--- src/rtl/muldiv_seq_pkg.sv ---
// muldiv_seq_pkg
//   Shared definitions for the iterative multiply/divide unit:
//   muldiv opcodes (4-bit ctl encoding), FSM state encodings and
//   small opcode classification helpers.
//   No ports.
package muldiv_seq_pkg;

    typedef enum logic [3:0] {
        MD_NOP   = 4'd0,
        MD_MULT  = 4'd1,
        MD_MULTU = 4'd2,
        MD_DIV   = 4'd3,
        MD_DIVU  = 4'd4,
        MD_MFHI  = 4'd5,
        MD_MFLO  = 4'd6,
        MD_MTHI  = 4'd7,
        MD_MTLO  = 4'd8
    } md_op_e;

    typedef enum logic [1:0] {
        MDS_IDLE = 2'd0,
        MDS_RUN  = 2'd1,
        MDS_FIX  = 2'd2
    } mds_e;

    // Opcodes that launch a multi-cycle iteration.
    function automatic logic is_arith(input logic [3:0] op);
        return (op == MD_MULT) || (op == MD_MULTU) || (op == MD_DIV) || (op == MD_DIVU);
    endfunction

    // Any listed opcode other than NOP; unlisted codes behave as NOP.
    function automatic logic is_known(input logic [3:0] op);
        return (op != MD_NOP) && (op <= MD_MTLO);
    endfunction

endpackage

--- src/rtl/muldiv_seq_if.sv ---
// muldiv_seq_if
//   Pipeline-side bundle of the multiply/divide unit.
//   hold    : stall from every other source (never includes stall_o)
//   ctl     : muldiv opcode
//   s, t    : rs / rt operands
//   res     : HI or LO for MFHI/MFLO, else 0
//   busy    : unit is not idle
//   stall_o : unit requests a pipeline stall
//   master = pipeline side, slave = muldiv unit.
interface muldiv_seq_if #(
    parameter int WIDTH = 32
);
    logic             hold;
    logic [3:0]       ctl;
    logic [WIDTH-1:0] s;
    logic [WIDTH-1:0] t;
    logic [WIDTH-1:0] res;
    logic             busy;
    logic             stall_o;

    modport master (
        output hold, ctl, s, t,
        input  res, busy, stall_o
    );

    modport slave (
        input  hold, ctl, s, t,
        output res, busy, stall_o
    );
endinterface

--- src/rtl/muldiv_seq_step.sv ---
// muldiv_seq_step
//   Combinational single radix-2 iteration on unsigned magnitudes.
//   is_div  : 0 = shift-add multiply, 1 = restoring shift-subtract divide
//   acc     : multiply {partial product, multiplier bits}
//             divide   {partial remainder, dividend/quotient bits}
//   opnd    : multiplicand (multiply) or divisor (divide)
//   acc_nxt : accumulator after one iteration
module muldiv_seq_step #(
    parameter int WIDTH = 32
) (
    input  logic               is_div,
    input  logic [2*WIDTH-1:0] acc,
    input  logic [WIDTH-1:0]   opnd,
    output logic [2*WIDTH-1:0] acc_nxt
);
    logic [WIDTH:0]   sum;
    logic [WIDTH:0]   rem_sh;
    logic [WIDTH-1:0] diff;

    always_comb begin
        // Multiply: the carry out of the add becomes the new top bit as the
        // whole accumulator shifts right.
        sum    = {1'b0, acc[2*WIDTH-1:WIDTH]} + (acc[0] ? {1'b0, opnd} : '0);
        // Divide: remainder shifted left with the next dividend bit appended;
        // the extra top bit keeps the compare exact.
        rem_sh = acc[2*WIDTH-1:WIDTH-1];
        diff   = rem_sh[WIDTH-1:0] - opnd;
        acc_nxt = {sum, acc[WIDTH-1:1]};
        if (is_div) begin
            if (rem_sh >= {1'b0, opnd}) begin
                acc_nxt = {diff, acc[WIDTH-2:0], 1'b1};
            end else begin
                acc_nxt = {rem_sh[WIDTH-1:0], acc[WIDTH-2:0], 1'b0};
            end
        end
    end
endmodule

--- src/rtl/muldiv_seq.sv ---
// muldiv_seq
//   Iterative MULT/MULTU/DIV/DIVU unit with HI/LO registers and
//   MFHI/MFLO/MTHI/MTLO access, sitting in the EXE stage.
//   clk : pipeline clock
//   rst : synchronous active-high reset
//   bus : muldiv_seq_if.slave (hold, ctl, s, t in; res, busy, stall_o out)
//
//   state    | meaning
//   ---------+-----------------------------------------------------
//   MDS_IDLE | accepts ops when hold=0; HI/LO readable/writable
//   MDS_RUN  | one radix-2 iteration per cycle, WIDTH cycles
//   MDS_FIX  | sign fixup, write HI/LO, return to idle
module muldiv_seq
    import muldiv_seq_pkg::*;
#(
    parameter int WIDTH = 32
) (
    input logic        clk,
    input logic        rst,
    muldiv_seq_if.slave bus
);
    localparam int               CNT_W    = $clog2(WIDTH) + 1;
    localparam logic [CNT_W-1:0] CNT_LAST = CNT_W'(WIDTH - 1);

    mds_e               state;
    mds_e               state_nxt;
    logic [CNT_W-1:0]   cnt;
    logic [2*WIDTH-1:0] acc;
    logic [2*WIDTH-1:0] acc_nxt;
    logic [WIDTH-1:0]   opnd;
    logic [WIDTH-1:0]   hi;
    logic [WIDTH-1:0]   lo;
    logic               is_div;
    logic               neg_res;
    logic               neg_rem;

    logic               accept;
    logic               start;
    logic               div_op;
    logic               sgn_op;
    logic               s_neg;
    logic               t_neg;
    logic [WIDTH-1:0]   s_mag;
    logic [WIDTH-1:0]   t_mag;
    logic [2*WIDTH-1:0] prod_fix;
    logic [WIDTH-1:0]   quo_fix;
    logic [WIDTH-1:0]   rem_fix;

    muldiv_seq_step #(.WIDTH(WIDTH)) u_step (
        .is_div  (is_div),
        .acc     (acc),
        .opnd    (opnd),
        .acc_nxt (acc_nxt)
    );

    always_ff @(posedge clk) begin
        if (rst) begin
            state <= MDS_IDLE;
        end else begin
            state <= state_nxt;
        end
    end

    always_comb begin
        accept    = (state == MDS_IDLE) && !bus.hold;
        start     = accept && is_arith(bus.ctl);
        state_nxt = state;
        case (state)
            MDS_IDLE: if (start) state_nxt = MDS_RUN;
            MDS_RUN:  if (cnt == CNT_LAST) state_nxt = MDS_FIX;
            MDS_FIX:  state_nxt = MDS_IDLE;
            default:  state_nxt = MDS_IDLE;
        endcase
    end

    // stall_o deliberately ignores hold so the pipeline stall logic has no loop.
    always_comb begin
        bus.busy    = (state != MDS_IDLE);
        bus.stall_o = bus.busy && is_known(bus.ctl);
        bus.res     = '0;
        if (bus.ctl == MD_MFHI) begin
            bus.res = hi;
        end else if (bus.ctl == MD_MFLO) begin
            bus.res = lo;
        end
    end

    always_comb begin
        div_op = (bus.ctl == MD_DIV) || (bus.ctl == MD_DIVU);
        sgn_op = (bus.ctl == MD_MULT) || (bus.ctl == MD_DIV);
        s_neg  = sgn_op && bus.s[WIDTH-1];
        t_neg  = sgn_op && bus.t[WIDTH-1];
        // Magnitudes wrap mod 2^WIDTH, so the most negative value maps to itself.
        s_mag  = s_neg ? -bus.s : bus.s;
        t_mag  = t_neg ? -bus.t : bus.t;

        prod_fix = neg_res ? -acc : acc;
        // A zero divisor leaves an all-ones quotient untouched; the remainder
        // then holds |s|, and restoring the dividend sign yields s as presented.
        quo_fix  = (neg_res && (opnd != '0)) ? -acc[WIDTH-1:0] : acc[WIDTH-1:0];
        rem_fix  = neg_rem ? -acc[2*WIDTH-1:WIDTH] : acc[2*WIDTH-1:WIDTH];
    end

    always_ff @(posedge clk) begin
        if (rst) begin
            cnt     <= '0;
            acc     <= '0;
            opnd    <= '0;
            is_div  <= 1'b0;
            neg_res <= 1'b0;
            neg_rem <= 1'b0;
            hi      <= '0;
            lo      <= '0;
        end else begin
            case (state)
                MDS_IDLE: begin
                    if (start) begin
                        cnt     <= '0;
                        is_div  <= div_op;
                        neg_res <= s_neg ^ t_neg;
                        neg_rem <= s_neg;
                        opnd    <= div_op ? t_mag : s_mag;
                        acc     <= {{WIDTH{1'b0}}, (div_op ? s_mag : t_mag)};
                    end else if (accept && (bus.ctl == MD_MTHI)) begin
                        hi <= bus.s;
                    end else if (accept && (bus.ctl == MD_MTLO)) begin
                        lo <= bus.s;
                    end
                end
                MDS_RUN: begin
                    acc <= acc_nxt;
                    cnt <= cnt + CNT_W'(1);
                end
                MDS_FIX: begin
                    if (is_div) begin
                        hi <= rem_fix;
                        lo <= quo_fix;
                    end else begin
                        hi <= prod_fix[2*WIDTH-1:WIDTH];
                        lo <= prod_fix[WIDTH-1:0];
                    end
                end
                default: ;
            endcase
        end
    end
endmodule

--- src/flat_wrapper.sv ---
// flat-port wrapper written by rule: the top's interface ports become plain ports
module muldiv_seq_flat import muldiv_seq_pkg::*;
#(
    parameter int WIDTH = 32
)
  (clk, rst, bus_hold, bus_ctl, bus_s, bus_t, bus_res, bus_busy, bus_stall_o);
  muldiv_seq_if #(.WIDTH(WIDTH)) bus_i ();
  input logic clk;
  input logic rst;
  input wire logic [$bits(bus_i.hold)-1:0] bus_hold;
  input wire logic [$bits(bus_i.ctl)-1:0] bus_ctl;
  input wire logic [$bits(bus_i.s)-1:0] bus_s;
  input wire logic [$bits(bus_i.t)-1:0] bus_t;
  output wire logic [$bits(bus_i.res)-1:0] bus_res;
  output wire logic [$bits(bus_i.busy)-1:0] bus_busy;
  output wire logic [$bits(bus_i.stall_o)-1:0] bus_stall_o;
  assign bus_i.hold = bus_hold;
  assign bus_i.ctl = bus_ctl;
  assign bus_i.s = bus_s;
  assign bus_i.t = bus_t;
  assign bus_res = bus_i.res;
  assign bus_busy = bus_i.busy;
  assign bus_stall_o = bus_i.stall_o;
  muldiv_seq #(.WIDTH(WIDTH)) u_core (.clk(clk), .rst(rst), .bus(bus_i));
endmodule
--- config.mk ---
export PLATFORM = sky130hd
export DESIGN_NAME = muldiv_seq_flat
export DESIGN_NICKNAME = d
export VERILOG_FILES = /design/src/rtl/muldiv_seq_pkg.sv /design/src/rtl/muldiv_seq_if.sv /design/src/rtl/muldiv_seq_step.sv /design/src/rtl/muldiv_seq.sv /design/src/flat_wrapper.sv
export SDC_FILE = /design/constraint.sdc
export NUM_CORES = 1
export LEC_CHECK = 0
export CORE_MARGIN = 2
export CORE_UTILIZATION = 61
export DETAILED_ROUTE_END_ITERATION = 10
export PLACE_DENSITY = 0.85
export REMOVE_ABC_BUFFERS = 1
export SYNTH_ARGS = -nofsm -noshare
export SYNTH_HDL_FRONTEND = slang
export SYNTH_SLANG_ARGS = --single-unit
--- constraint.sdc ---
create_clock -name clk -period 4.1 [get_ports clk]
set_input_delay 0.82 -clock clk [delete_from_list [all_inputs] [get_ports clk]]
set_output_delay 0.82 -clock clk [all_outputs]
set_load 0.01 [all_outputs]
==> metrics.md <==
| Metric | Value |
|---|---|
| Status | `finished, final reports clean` |
| Global Route Usage Sum | `41.4%` |
| Via count | `16694` |
| Gr ovfl total | `0` |
| Mean post-synth cell area | `7.22 sq um` |
| Worst clock skew | `16.5 ps` |
| Vias in the first global route | `15544` |
| Setup crit end | `u_core.acc[61]` |
| Max Transition Viols Final | `0` |
| Distinct cells, synth | `77` |
| Synth area leaders | `dfxtp_1 (23%), a21oi_1 (6.6%), nor2_1 (6.0%)` |
| Top_reg_cell synth | `dfxtp_1` |
| Routed wire length | `around 54000 um` |
| CP Class | `flip-flop to flip-flop` |
| First-pass DRT Iterations | `6` |
| CTS root buf | `clkbuf_16` |
| Starting Density | `between 60% and 70%` |
| Post-CTS Hold Fix Bufs | `0` |
| Number of synthesized flops with an enable pin | `0` |
| Largest vdd supply drop | `0.199 mV` |
| Reg clk slew, reported paths | `80 ps` |
| Antenna violations before repair | `1` |
| Remaining DRCs | `0` |
| Ports | `roughly 110` |
| Slowest CP cell | `o41ai_1` |
| Fraction of layout cells with a size suffix above 1 | `7.95%` |
| Gate Count Post-Synth | `2068` |
| CTS tree | `done` |
| Worst EP required | `4410 ps` |
| Area share of the largest cell type after synthesis | `about 23%` |
| Drt wl/cell | `between 20 and 25 um` |
| Startpoint types | `flip-flop` |
| CP arrival | `4080 ps` |
| Post-CTS setup buffers | `0` |
| Peak per-stage delay on the critical path | `700 ps` |
| Post-synthesis register bit count | `171` |
| RR Endpoint | `u_core.acc[61]` |
| DP Area | `16600 sq um` |
| Critical Path, Cell by Cell | `inv_1 > ha_1 > nand4_1 > or4_1 > o41ai_1 > a2111oi_2 > nor2_4 > buf_4 > o31a_1 > a21oi_1 > a2111oi_0` |
| Ys Warns | `0` |
| Number of diodes | `0` |
| DIE AREA | `25700 sq um` |
| Mapped Area | `14900 sq um` |
| Post-DR vias/cell | `6.75` |
| Area Overhead vs Synth | `15.4%` |
| Hold slack | `459 ps` |
| Die Ht | `160 um` |
| Setup TNS | `0 ps` |
| Async SR Flop Fraction | `0%` |
| Tmin final | `between 3000 and 4000 ps` |
| Final setup fails | `0` |
| First-pass GRT wire length | `84700 um` |
| DRT iter0 DRCs | `roughly 2000` |
| Num rows | `57` |
| Final hold vios | `0` |
| Port buffer count | `roughly 100` |
| Clk sinks | `171` |
| RSZ-0062 raised after global routing | `false` |
| Post-route insts no fill | `2475` |
| Worst Tran Pin Value | `1070 ps` |
| Num CTS Buffers | `17` |
| Most frequent cells in the layout | `nor2_1 (236), nand2_1 (199), a21oi_1 (195)` |
| Max Buffers Root-to-Sink | `2` |
| CORE AREA | `between 20000 and 25000 sq um` |
| Worst-path fanout max | `9` |
| R2r startpoint | `u_core.opnd[13]` |
| Max Cap Viol | `0` |
| Commonest non-fill, non-tap cell in the layout | `nor2_1` |
| Largest net degree at the start of global routing | `83` |
| Design Area, Final | `approximately 17000 sq um` |
| Total power | `4.71 mW` |
| Worst skew pair latency | `roughly 440 ps` |
| Detailed placer's ending HPWL | `41000 um` |
| Nets@finish | `2280` |
| Routability congestion estimate | `1.03` |
| Max Fclk | `0.265 GHz` |
| Endpoint class of the critical path | `flip-flop` |
| Inst Count DP | `2443` |
| R2R setup slack | `330 ps` |
| DIE WIDTH | `160 um` |
| CTS HTree Levels | `4` |
| Leak pwr | `6.61 nW` |
| Biggest area consumer among synthesized cells | `dfxtp_1` |
| Crit share post-route | `92.0%` |
| Critical Path Start | `u_core.opnd[13]` |
| Post_cts resized | `0` |
| Worst min path class | `flip-flop to flip-flop` |
| PwrDens | `roughly 270 nW/um^2` |
| Post-DRT Antenna Nets | `0` |
| Register area share after synthesis | `22.9%` |
| Relative slew slack | `~29%` |
| R2R depth | `11` |
==> synth_stat cells, types with 14 or more instances <==
master / number
a211oi_1: 76
a21o_1: 35
a21oi_1: 196
a22o_1: 34
a22oi_1: 14
a31oi_1: 41
and3_1: 14
buf_1: 19
clkbuf_1: 123
dfxtp_1: 171
ha_1: 69
inv_1: 62
mux2i_1: 53
nand2_1: 199
nand2b_1: 14
nand3_1: 48
nand4_1: 16
nor2_1: 239
nor2b_1: 14
nor3_1: 37
nor4_1: 17
o211ai_1: 34
o21a_1: 14
o21ai_0: 147
o31ai_1: 35
xnor2_1: 85
xor2_1: 85
==> worst max-delay path, delay by kind of cell (launching register included) <==
family / cells / cell delay, ps
AO/OA/AOI/OAI: 5 / 1400
AND/OR/NAND/NOR: 3 / 1050
flip-flops: 1 / 430
buffers and inverters: 2 / 300
adder cells (fa/ha/maj): 1 / 470
==> how the worst min path moves through the flow <==
stage	cells past startpoint	slack [ps]	startpoint	to
after global placement	2	440	u_core.hi[30]	u_core.hi[30]
after detailed placement	2	450	u_core.hi[24]	u_core.hi[24]
after floorplan	2	430	u_core.hi[0]	u_core.hi[0]
final	2	460	u_core.hi[24]	u_core.hi[24]
after global routing	2	470	u_core.hi[24]	u_core.hi[24]
after CTS	2	460	u_core.hi[24]	u_core.hi[24]
==> stage by stage <==
stage	utilization (%)	setup slack (ps)
floorplan	-	-434
global placement	68.8	40.8
detailed placement	68.8	32.2
CTS	71.3	441
global route	71.3	156
finish	71.3	328
==> final cells by class <==
| class | instances | area (sq um) |
|---|---|---|
| tap | 324 | 405 |
| fill | 2040 | 6950 |
| clock inverter | 14 | 168 |
| timing repair buffer | 200 | 1810 |
| sequential | 171 | 3420 |
| multi-input combinational | 1685 | 10800 |
| inverter | 63 | 236 |
| clock buffer | 18 | 429 |
==> state kept, by name (all words and copies together) (netlist names) <==
name,flops
u_core.cnt,6
u_core.acc,64
u_core.hi,32
u_core.lo,32
u_core.opnd,32
u_core.state,2
u_core.neg_res,1
u_core.is_div,1
u_core.neg_rem,1
==> metal layers <==
layer | vias to the layer above | wire (um) | GRT usage [%]
met5 | - | 10 | 0
met4 | 2 | 2410 | 17.9
met3 | 187 | 5970 | 8.08
met2 | 1017 | 24100 | 65.7
met1 | 7775 | 22000 | 55.1
li1 | 7713 | - | -
==> kinds of logic after synthesis <==
kind of cell | after synthesis | share of synthesized area, %
AO/OA/AOI/OAI | 724 | 31.5
AND/OR/NAND/NOR | 665 | 20.5
buffers and inverters | 212 | 5.43
flip-flops | 171 | 22.9
XOR/XNOR | 170 | 9.97
adder cells (fa/ha/maj) | 71 | 6.05
multiplexers | 55 | 3.70
==> power by group <==
| group | switching, mW | internal [mW] |
|---|---|---|
| Sequential | 0.0696 | 1.71 |
| Combinational | 0.751 | 0.508 |
| Clock | 0.844 | 0.827 |
(Power assumes the default switching activity.)
